--- config.mk ---
export PLATFORM = sky130hd
export DESIGN_NAME = fetch_unit_flat
export DESIGN_NICKNAME = d
export VERILOG_FILES = /design/src/rtl/fetch_pkg.sv /design/src/rtl/fetch_unit_if.sv /design/src/rtl/fetch_unit_branch_lut.sv /design/src/rtl/fetch_unit.sv /design/src/flat_wrapper.sv
export SDC_FILE = /design/constraint.sdc
export NUM_CORES = 1
export LEC_CHECK = 0
export ABC_AREA = 1
export CAP_MARGIN = 25
export CORE_MARGIN = 1.5
export CORE_UTILIZATION = 47
export DETAILED_ROUTE_END_ITERATION = 8
export PLACE_DENSITY = 0.78
export REMOVE_ABC_BUFFERS = 1
export SYNTH_ARGS = -nofsm -noshare
export SYNTH_HDL_FRONTEND = slang
export SYNTH_HIERARCHICAL = 1
export SYNTH_SLANG_ARGS = --single-unit
--- constraint.sdc ---
create_clock -name clk -period 1.7 [get_ports clk]
set_input_delay 0.17 -clock clk [delete_from_list [all_inputs] [get_ports clk]]
set_output_delay 0.17 -clock clk [all_outputs]
set_load 0.01 [all_outputs]
--- src/rtl/fetch_pkg.sv ---
// Shared definitions for the fetch unit: FSM state encoding, default widths
// and the constant branch target table.
// Optional feature macro: BRANCH_REL_EN selects PC-relative branch entries.
package fetch_pkg;

   localparam int PC_W_DEF      = 10;
   localparam int LUT_IDX_W_DEF = 5;
   localparam int CYC_W_DEF     = 16;
   localparam int LUT_ENTRIES   = 32;

   typedef enum logic [1:0] {
      ST_IDLE   = 2'd0,
      ST_ARMED  = 2'd1,
      ST_RUN    = 2'd2,
      ST_HALTED = 2'd3
   } fetch_state_e;

`ifdef BRANCH_REL_EN
   // Signed offsets added to the current pc; entry i is (i - 5).
   localparam logic signed [15:0] BRANCH_LUT [LUT_ENTRIES] = '{
      -16'sd5,  -16'sd4,  -16'sd3,  -16'sd2,  -16'sd1,  16'sd0,   16'sd1,   16'sd2,
      16'sd3,   16'sd4,   16'sd5,   16'sd6,   16'sd7,   16'sd8,   16'sd9,   16'sd10,
      16'sd11,  16'sd12,  16'sd13,  16'sd14,  16'sd15,  16'sd16,  16'sd17,  16'sd18,
      16'sd19,  16'sd20,  16'sd21,  16'sd22,  16'sd23,  16'sd24,  16'sd25,  16'sd26
   };
`else
   // Absolute targets; entry i is (8*i + 16).
   localparam logic signed [15:0] BRANCH_LUT [LUT_ENTRIES] = '{
      16'sd16,  16'sd24,  16'sd32,  16'sd40,  16'sd48,  16'sd56,  16'sd64,  16'sd72,
      16'sd80,  16'sd88,  16'sd96,  16'sd104, 16'sd112, 16'sd120, 16'sd128, 16'sd136,
      16'sd144, 16'sd152, 16'sd160, 16'sd168, 16'sd176, 16'sd184, 16'sd192, 16'sd200,
      16'sd208, 16'sd216, 16'sd224, 16'sd232, 16'sd240, 16'sd248, 16'sd256, 16'sd264
   };
`endif

endpackage

--- src/rtl/fetch_unit_if.sv ---
// Harness <-> fetch unit bundle. The harness drives the control inputs
// (master); the fetch unit drives the instruction address and status (slave).
interface fetch_unit_if #(
   parameter int PC_W      = 10,
   parameter int LUT_IDX_W = 5,
   parameter int CYC_W     = 16
);
   logic                 start;
   logic                 stall;
   logic                 branch_en;
   logic [LUT_IDX_W-1:0] branch_idx;
   logic                 halt;
   logic [PC_W-1:0]      pc;
   logic                 fetch_valid;
   logic                 done;
   logic [CYC_W-1:0]     run_cycles;

   modport master (
      output start, stall, branch_en, branch_idx, halt,
      input  pc, fetch_valid, done, run_cycles
   );

   modport slave (
      input  start, stall, branch_en, branch_idx, halt,
      output pc, fetch_valid, done, run_cycles
   );
endinterface

--- src/rtl/fetch_unit_branch_lut.sv ---
// Purely combinational branch target table. Entries are stored 16 bits wide
// and sign-extended or truncated to the program counter width.
module branch_lut
   import fetch_pkg::*;
#(
   parameter int PC_W      = PC_W_DEF,
   parameter int LUT_IDX_W = LUT_IDX_W_DEF
) (
   input  logic [LUT_IDX_W-1:0] idx_i,
   output logic [PC_W-1:0]      entry_o
);

   // Table read; indices beyond the stored table return zero.
   always_comb begin
      entry_o = '0;
      if (int'(idx_i) < LUT_ENTRIES) begin
         entry_o = PC_W'(BRANCH_LUT[idx_i]);
      end else begin
         entry_o = '0;
      end
   end

endmodule

--- src/rtl/fetch_unit.sv ---
// Fetch unit: IDLE/ARMED/RUN/HALTED sequencer that steps the instruction
// address with priority halt > stall > branch > increment, and counts the
// cycles spent running. All outputs are registered.
// Optional feature macro: BRANCH_REL_EN (branch table holds pc-relative offsets).
module fetch_unit
   import fetch_pkg::*;
#(
   parameter int PC_W      = PC_W_DEF,
   parameter int LUT_IDX_W = LUT_IDX_W_DEF,
   parameter int CYC_W     = CYC_W_DEF
) (
   input  logic       clk,
   input  logic       reset,
   fetch_unit_if.slave bus
);

   fetch_state_e     state_q, state_d;
   logic [PC_W-1:0]  pc_q, pc_d;
   logic             fetch_valid_q, fetch_valid_d;
   logic             done_q, done_d;
   logic [CYC_W-1:0] run_cycles_q, run_cycles_d;
   logic [PC_W-1:0]  lut_entry_s;
   logic [PC_W-1:0]  branch_target_s;

   branch_lut #(
      .PC_W      (PC_W),
      .LUT_IDX_W (LUT_IDX_W)
   ) u_branch_lut (
      .idx_i   (bus.branch_idx),
      .entry_o (lut_entry_s)
   );

`ifdef BRANCH_REL_EN
   // Offset added to the current pc; the sum wraps naturally at PC_W bits.
   assign branch_target_s = pc_q + lut_entry_s;
`else
   assign branch_target_s = lut_entry_s;
`endif

   // Next state, next pc / cycle count, and registered status flags.
   always_comb begin
      state_d       = state_q;
      pc_d          = pc_q;
      run_cycles_d  = run_cycles_q;
      fetch_valid_d = 1'b0;
      done_d        = 1'b0;

      case (state_q)
         ST_IDLE: begin
            if (bus.start) state_d = ST_ARMED;
            else           state_d = ST_IDLE;
         end
         ST_ARMED: begin
            if (!bus.start) state_d = ST_RUN;
            else            state_d = ST_ARMED;
         end
         ST_RUN: begin
            if (bus.halt) state_d = ST_HALTED;
            else          state_d = ST_RUN;
         end
         ST_HALTED: begin
            if (bus.start) state_d = ST_ARMED;
            else           state_d = ST_HALTED;
         end
         default: begin
            state_d = ST_IDLE;
         end
      endcase

      // Entering or sitting in ARMED rewinds the program; RUN steps it.
      if ((state_q == ST_ARMED) || (state_d == ST_ARMED)) begin
         pc_d         = '0;
         run_cycles_d = '0;
      end else if (state_q == ST_RUN) begin
         if (run_cycles_q == {CYC_W{1'b1}}) run_cycles_d = run_cycles_q;
         else                               run_cycles_d = run_cycles_q + CYC_W'(1);

         // A stalled branch is dropped, not deferred.
         if (bus.halt)           pc_d = pc_q;
         else if (bus.stall)     pc_d = pc_q;
         else if (bus.branch_en) pc_d = branch_target_s;
         else                    pc_d = pc_q + PC_W'(1);
      end else begin
         pc_d         = pc_q;
         run_cycles_d = run_cycles_q;
      end

      fetch_valid_d = (state_d == ST_RUN);
      done_d        = (state_d == ST_HALTED);
   end

   // State and output registers with synchronous reset.
   always_ff @(posedge clk) begin
      if (reset) begin
         state_q       <= ST_IDLE;
         pc_q          <= '0;
         fetch_valid_q <= 1'b0;
         done_q        <= 1'b0;
         run_cycles_q  <= '0;
      end else begin
         state_q       <= state_d;
         pc_q          <= pc_d;
         fetch_valid_q <= fetch_valid_d;
         done_q        <= done_d;
         run_cycles_q  <= run_cycles_d;
      end
   end

   assign bus.pc          = pc_q;
   assign bus.fetch_valid = fetch_valid_q;
   assign bus.done        = done_q;
   assign bus.run_cycles  = run_cycles_q;

endmodule

--- src/flat_wrapper.sv ---
// flat-port wrapper written by rule: the top's interface ports become plain ports
module fetch_unit_flat import fetch_pkg::*;
#(
   parameter int PC_W      = PC_W_DEF,
   parameter int LUT_IDX_W = LUT_IDX_W_DEF,
   parameter int CYC_W     = CYC_W_DEF
)
  (clk, reset, bus_start, bus_stall, bus_branch_en, bus_branch_idx, bus_halt, bus_pc, bus_fetch_valid, bus_done, bus_run_cycles);
  fetch_unit_if #(.PC_W(PC_W), .LUT_IDX_W(LUT_IDX_W), .CYC_W(CYC_W)) bus_i ();
  input  logic clk;
  input  logic reset;
  input wire logic [$bits(bus_i.start)-1:0] bus_start;
  input wire logic [$bits(bus_i.stall)-1:0] bus_stall;
  input wire logic [$bits(bus_i.branch_en)-1:0] bus_branch_en;
  input wire logic [$bits(bus_i.branch_idx)-1:0] bus_branch_idx;
  input wire logic [$bits(bus_i.halt)-1:0] bus_halt;
  output wire logic [$bits(bus_i.pc)-1:0] bus_pc;
  output wire logic [$bits(bus_i.fetch_valid)-1:0] bus_fetch_valid;
  output wire logic [$bits(bus_i.done)-1:0] bus_done;
  output wire logic [$bits(bus_i.run_cycles)-1:0] bus_run_cycles;
  assign bus_i.start = bus_start;
  assign bus_i.stall = bus_stall;
  assign bus_i.branch_en = bus_branch_en;
  assign bus_i.branch_idx = bus_branch_idx;
  assign bus_i.halt = bus_halt;
  assign bus_pc = bus_i.pc;
  assign bus_fetch_valid = bus_i.fetch_valid;
  assign bus_done = bus_i.done;
  assign bus_run_cycles = bus_i.run_cycles;
  fetch_unit #(.PC_W(PC_W), .LUT_IDX_W(LUT_IDX_W), .CYC_W(CYC_W)) u_core (.clk(clk), .reset(reset), .bus(bus_i));
endmodule
# ---- Word-level counts from Yosys, hierarchy flattened
# Memory sizes are Yosys's and may differ from the RTL's.
# Index checks and enable logic that the tools add are counted.
dict set report word_totals {
  ff_bits 30
  latchBits 0
  ramBits 0
  romBits 512
  input_bits 11
  out_inout_bits 28
  word_cells 33
  memories 1
}
dict set report op_classes {
  n_addsub 2
  mul 0
  div_mod_pow 0
  order_cmp 1
  n_eq_ne 7
  n_shift 0
  mux 8
  bitwise_logic 4
  reduce_logical 5
}
# name depth width read_ports rd_clocked_by_memory_dff write_ports line_no
set mem_list {}
lappend mem_list {{(no name shown)} 32 16 1 0 0 fetch_unit_branch_lut.sv:17} ;# entry_o = PC_W'(BRANCH_LUT[idx_i]);
# cell count
set op_table {}
lappend op_table {{two-way mux 10 bit} 3}
lappend op_table {{adder 16 x 1 -> 16 bit (second input constant)} 1}
lappend op_table {{equality test 16 bit (second input constant)} 1}
lappend op_table {{adder 10 x 1 -> 10 bit (second input constant)} 1}
lappend op_table {{equality test 2 bit (second input constant)} 4}
lappend op_table {{one-hot mux 2 bit (4 select lines)} 1}
lappend op_table {{>= comparator 6 bit (second input constant)} 1}
lappend op_table {{NOT 5 -> 6 bit} 1}
lappend op_table {{equality test 2 x 1 -> 1 bit (second input constant)} 2}
lappend op_table {{two-way mux 2 bit} 2}
lappend op_table {{NOT 1 bit} 3}
lappend op_table {{AND reduction 3 bit} 1}
lappend op_table {{logical NOT 2 bit} 1}
lappend op_table {{two-way mux 1 bit} 2}
lappend op_table {{AND reduction 2 bit} 1}
lappend op_table {{OR reduction 2 bit} 1}
lappend op_table {{logical OR 1 bit} 1}

# ---- Longest topological paths before layout
dict set report depth {
  ltp_word 5
  ltp_mapped 9
  depth_no_buf 8
}

# ---- Modules after synthesis
# Netlist, hierarchy kept.
# module instances cells_per_inst area_per_inst_um2 seq_area_each_um2
set modules_own_cells {}
lappend modules_own_cells {fetch_unit 1 267 1760.4 600.6}
lappend modules_own_cells {branch_lut 1 20 112.6 0.0}

# ---- Worst setup path before layout
# No wires, ideal clock.
dict set report synth_timing {
  kind {reg2reg}
  start {reg u_core.run_cycles_q[0], in the netlist u_core/bus.run_cycles[0]}
  end {reg u_core.run_cycles_q[11], in the netlist u_core/bus.run_cycles[11]}
  setup_time_ns 0.123
  arrival_ns 1.421
  required_time_ns 1.577
  setup_slack_ns 0.157
  stages_incl_launch_ff 10
  n_path_buf 1
  period_less_slack_ns 1.543
  path_cell_list {dfxtp_1 > ha_1 > inv_1 > nor2_4 > nand3_4 > nand2_1 > nand2_1 > buf_4 > nand2_1 > a21oi_2}
}
dict set report synth_via {
  elab_chain_len 3
  elab_cells_between_ends 4
  classes_between {add/sub (1); eq/ne (1); bitwise (1); reduce/logical (1)}
}
# item line_no
set synth_lines {}
lappend synth_lines {{from (decl)} fetch_unit.sv:21} ;# logic [CYC_W-1:0] run_cycles_q, run_cycles_d;
lappend synth_lines {{from (signal assigned)} fetch_unit.sv:105} ;# run_cycles_q <= run_cycles_d;
lappend synth_lines {{branches (longest 3 deep; another with adder 16 x 1 -> 16 bit)} -}
# Parallel ways; which one is timed is not known.
# A chain may end at the register's enable or synchronous reset.

# ---- Final worst setup path
dict set report layout_timing {
  start {reg u_core.run_cycles_q[0], in the netlist u_core/bus.run_cycles[0]}
  end {reg u_core.run_cycles_q[13], in the netlist u_core/bus.run_cycles[13]}
}
# Same word-level chain as after synthesis.

==> results.yml <==
sta:
  drv_slew: 0
  fin_ws_ns: 0.2200
  finalHoldViolCount: 0
  setup_viol: 0
  fin_crit_ns: 1.480
  rsz0062_at_grt: "no"
  whs_ns: 0.4350
  fin_tns_setup_ns: 0
  fin_skew_ns: 0.002932
  fmax_mhz: 675.7
  finalCritPeriodShare_pct: 87.06
clock_tree:
  cts_buffers: 5
  clk_latency_ns: 0.28
  cts_buffer_depth: 2
  cts_hold_buf: 0
  h-tree-depth: 2
  cts.sinks: 30
  cts_tree: "done"
  cts_root_buffer: "clkbuf_8"
  clk_pin_slew_ns: 0.06
finish:
  area.growth.synth_to_final_pct: 34.34
  final_nets: 358
  fillers: 355
  antenna_cells: 0
  drive_gt1_share_pct: 13.95
grt:
  grt_start_max_net_pins: 17
  grt_pass1_vias: 1691
  overflow: 0
  grt_pass1_wl_um: 7217
  grt_usage_pct: 21.30
  antenna_found_initial: 0
worst_setup_path:
  crit_path_start_kind: "flop"
  required_ns: 1.86
  end_kind: "flop"
  critPathMaxFanout: 6
  worst_ep_arrival_time_ns: 1.64
  critPathKind: "reg2reg"
logic_synthesis:
  avgSynthCellArea_um2: 6.526
  synth_cells: 287
  seq_area_frac_synth_pct: 32.06
  yosys_register_bits: 30
  syn_area_um2: 1873
  synth_cell_type_count: 32
  synth_warnings: 6
run:
  cap_violations: 0
routing:
  drc: 0
  vias: 1943
  ant_nets: 0
  drtIter0Drc: 132
  drt-pass1-iter-count: 4
  viasPerCell: 4.957
  drt_wl_total_um: 4389
  wl_per_cell_um: 11.20
worst_hold_path:
  min_path_type: "in2reg"
power:
  irDropWorstVdd_uv: 480.6
  leakagePower_nw: 0.9546
  powerDensity_nw_per_um2: 588.8
floorplanning:
  start_util_pct: 50.03
  die_x_um: 66.13
  io_pins: 39
  die_area_um2: 4373
  die-height_um: 66.13
  row_count: 22
  core_um2: 3744
placed_design:
  routabilityCongestion: 0.8487
  post-place-ws_ns: 0.1641
  hpwl_um: 3207
  port_buffers: 38
run_status:
  status: "complete, no violations"
power by group:
| part | internal [mW] | leakage [nW] | switching (mW) | total [mW] |
|---|---|---|---|---|
| Combinational | 0.0794 | 0.664 | 0.0927 | 0.172 |
| Clock | 0.326 | 0.0482 | 0.270 | 0.596 |
| Sequential | 0.710 | 0.242 | 0.00369 | 0.714 |
routing by layer:
metal	up-vias	wire [µm]	global-route usage [%]
met5	-	0	0
met4	0	46	5.612
met3	6	198	5.963
met2	40	1997	34.25
met1	885	2146	27.98
li1	1012	-	-
final timing paths:
kind	from	endpoint	slack, ns	depth (start not counted)
setup reg to reg	u_core/bus.run_cycles[0]$_SDFFE_PP0P_	u_core/bus.run_cycles[13]$_SDFFE_PP0P_	0.22	9
hold / removal	reset	u_core/state_q[0]$_SDFF_PP0_	0.43	2
hold reg to reg	u_core/bus.pc[9]$_SDFFE_PP0P_	u_core/bus.pc[9]$_SDFFE_PP0P_	0.51	2
setup / recovery	u_core/bus.run_cycles[0]$_SDFFE_PP0P_	u_core/bus.run_cycles[13]$_SDFFE_PP0P_	0.22	9
kinds of logic (layout without fill, tap and decap cells):
logic type	Yosys count	in the layout	share of synthesized area (%)
XOR/XNOR	6	6	2.806
AO/OA/AOI/OAI	46	46	15.57
adder cells (fa/ha/maj)	4	4	2.672
AND/OR/NAND/NOR	161	161	36.94
buffers and inverters	39	93	9.753
other	1	4	0.2002
flip-flops	30	30	32.06
metrics by stage:
step | std cells | util [%] | area (µm²) | power [mW]
finish | 392 | 67.21 | 2516 | 1.482
global route | 392 | 67.21 | 2516 | 1.556
CTS | 391 | 66.68 | 2496 | 1.483
detailed placement | 383 | 64.24 | 2405 | 0.8906
global placement | 383 | 64.24 | 2405 | 0.8890
floorplan | 277 | - | 1802 | 0.8114
synthesized netlist by cell type:
master | number | share of area [%]
o21ai_0 | 17 | 4.5
nor3b_1 | 1 | 0.40
nand3_4 | 1 | 0.94
nand2_1 | 88 | 18
inv_2 | 2 | 0.40
inv_4 | 1 | 0.33
nor2_1 | 44 | 8.8
o21ai_4 | 1 | 0.87
a21oi_1 | 15 | 4.0
a31oi_1 | 1 | 0.33
nor3_1 | 3 | 0.80
inv_1 | 23 | 4.6
nand3_1 | 11 | 2.9
buf_4 | 6 | 2.4
o21a_1 | 2 | 0.80
xnor2_1 | 4 | 1.9
nand4_1 | 5 | 1.7
nor2_4 | 3 | 1.8
ha_1 | 4 | 2.7
o22ai_1 | 1 | 0.33
conb_1 | 1 | 0.20
o31ai_1 | 1 | 0.40
xor2_1 | 2 | 0.94
nand3b_1 | 1 | 0.40
nor3_2 | 1 | 0.53
buf_6 | 1 | 0.60
a21boi_4 | 1 | 1.0
dfxtp_1 | 30 | 32
or2_2 | 3 | 1.0
a21oi_2 | 7 | 3.3
clkbuf_1 | 3 | 0.60
buf_2 | 3 | 0.80
cell type report:
type	count	area, µm²	area share (%)
clock inverter	1	5.005	0.1989
inverter	26	100.1	3.978
clock buffer	7	86.33	3.431
tap	48	60.06	2.387
timing repair buffer	59	563.0	22.38
sequential	30	600.6	23.87
multi-input combinational	221	1101	43.76
flip-flops by register name, indices dropped and copies added (netlist names):
name	count
u_core/bus.fetch_valid	1
u_core/state_q	2
u_core/bus.pc	10
u_core/bus.run_cycles	16
u_core/bus.done	1
layout by cell type (no fill, tap or decap), drive strengths merged:
master,synthesis,final
a21boi,1,1
a21oi,22,22
a31oi,1,1
buf,10,21
clkbuf,3,7
clkdlybuf4s50,0,38
clkinv,0,1
conb,1,4
dfxtp,30,30
ha,4,4
inv,26,26
nand2,88,88
nand3,12,12
nand3b,1,1
nand4,5,5
nor2,47,47
nor3,4,4
nor3b,1,1
o21a,2,2
o21ai,18,18
o22ai,1,1
o31ai,1,1
or2,3,3
xnor2,4,4
xor2,2,2
timing repair:
item,4_1_cts,5_1_grt
resized for setup,0,0
endpoints found under the hold margin,0,0
setup buffers,0,1
setup endpoints to repair,0,2
critical path: stages (launching register included):
cell and delay, ns:
dfxtp_1 0.33, ha_1 0.17, inv_1 0.07, nor2_4 0.15, nand3_4 0.11, nand2_1 0.07, nand2_1 0.11, buf_4 0.19
nand2_1 0.08, a21oi_2 0.06
Power figures use the tool's default switching activity.
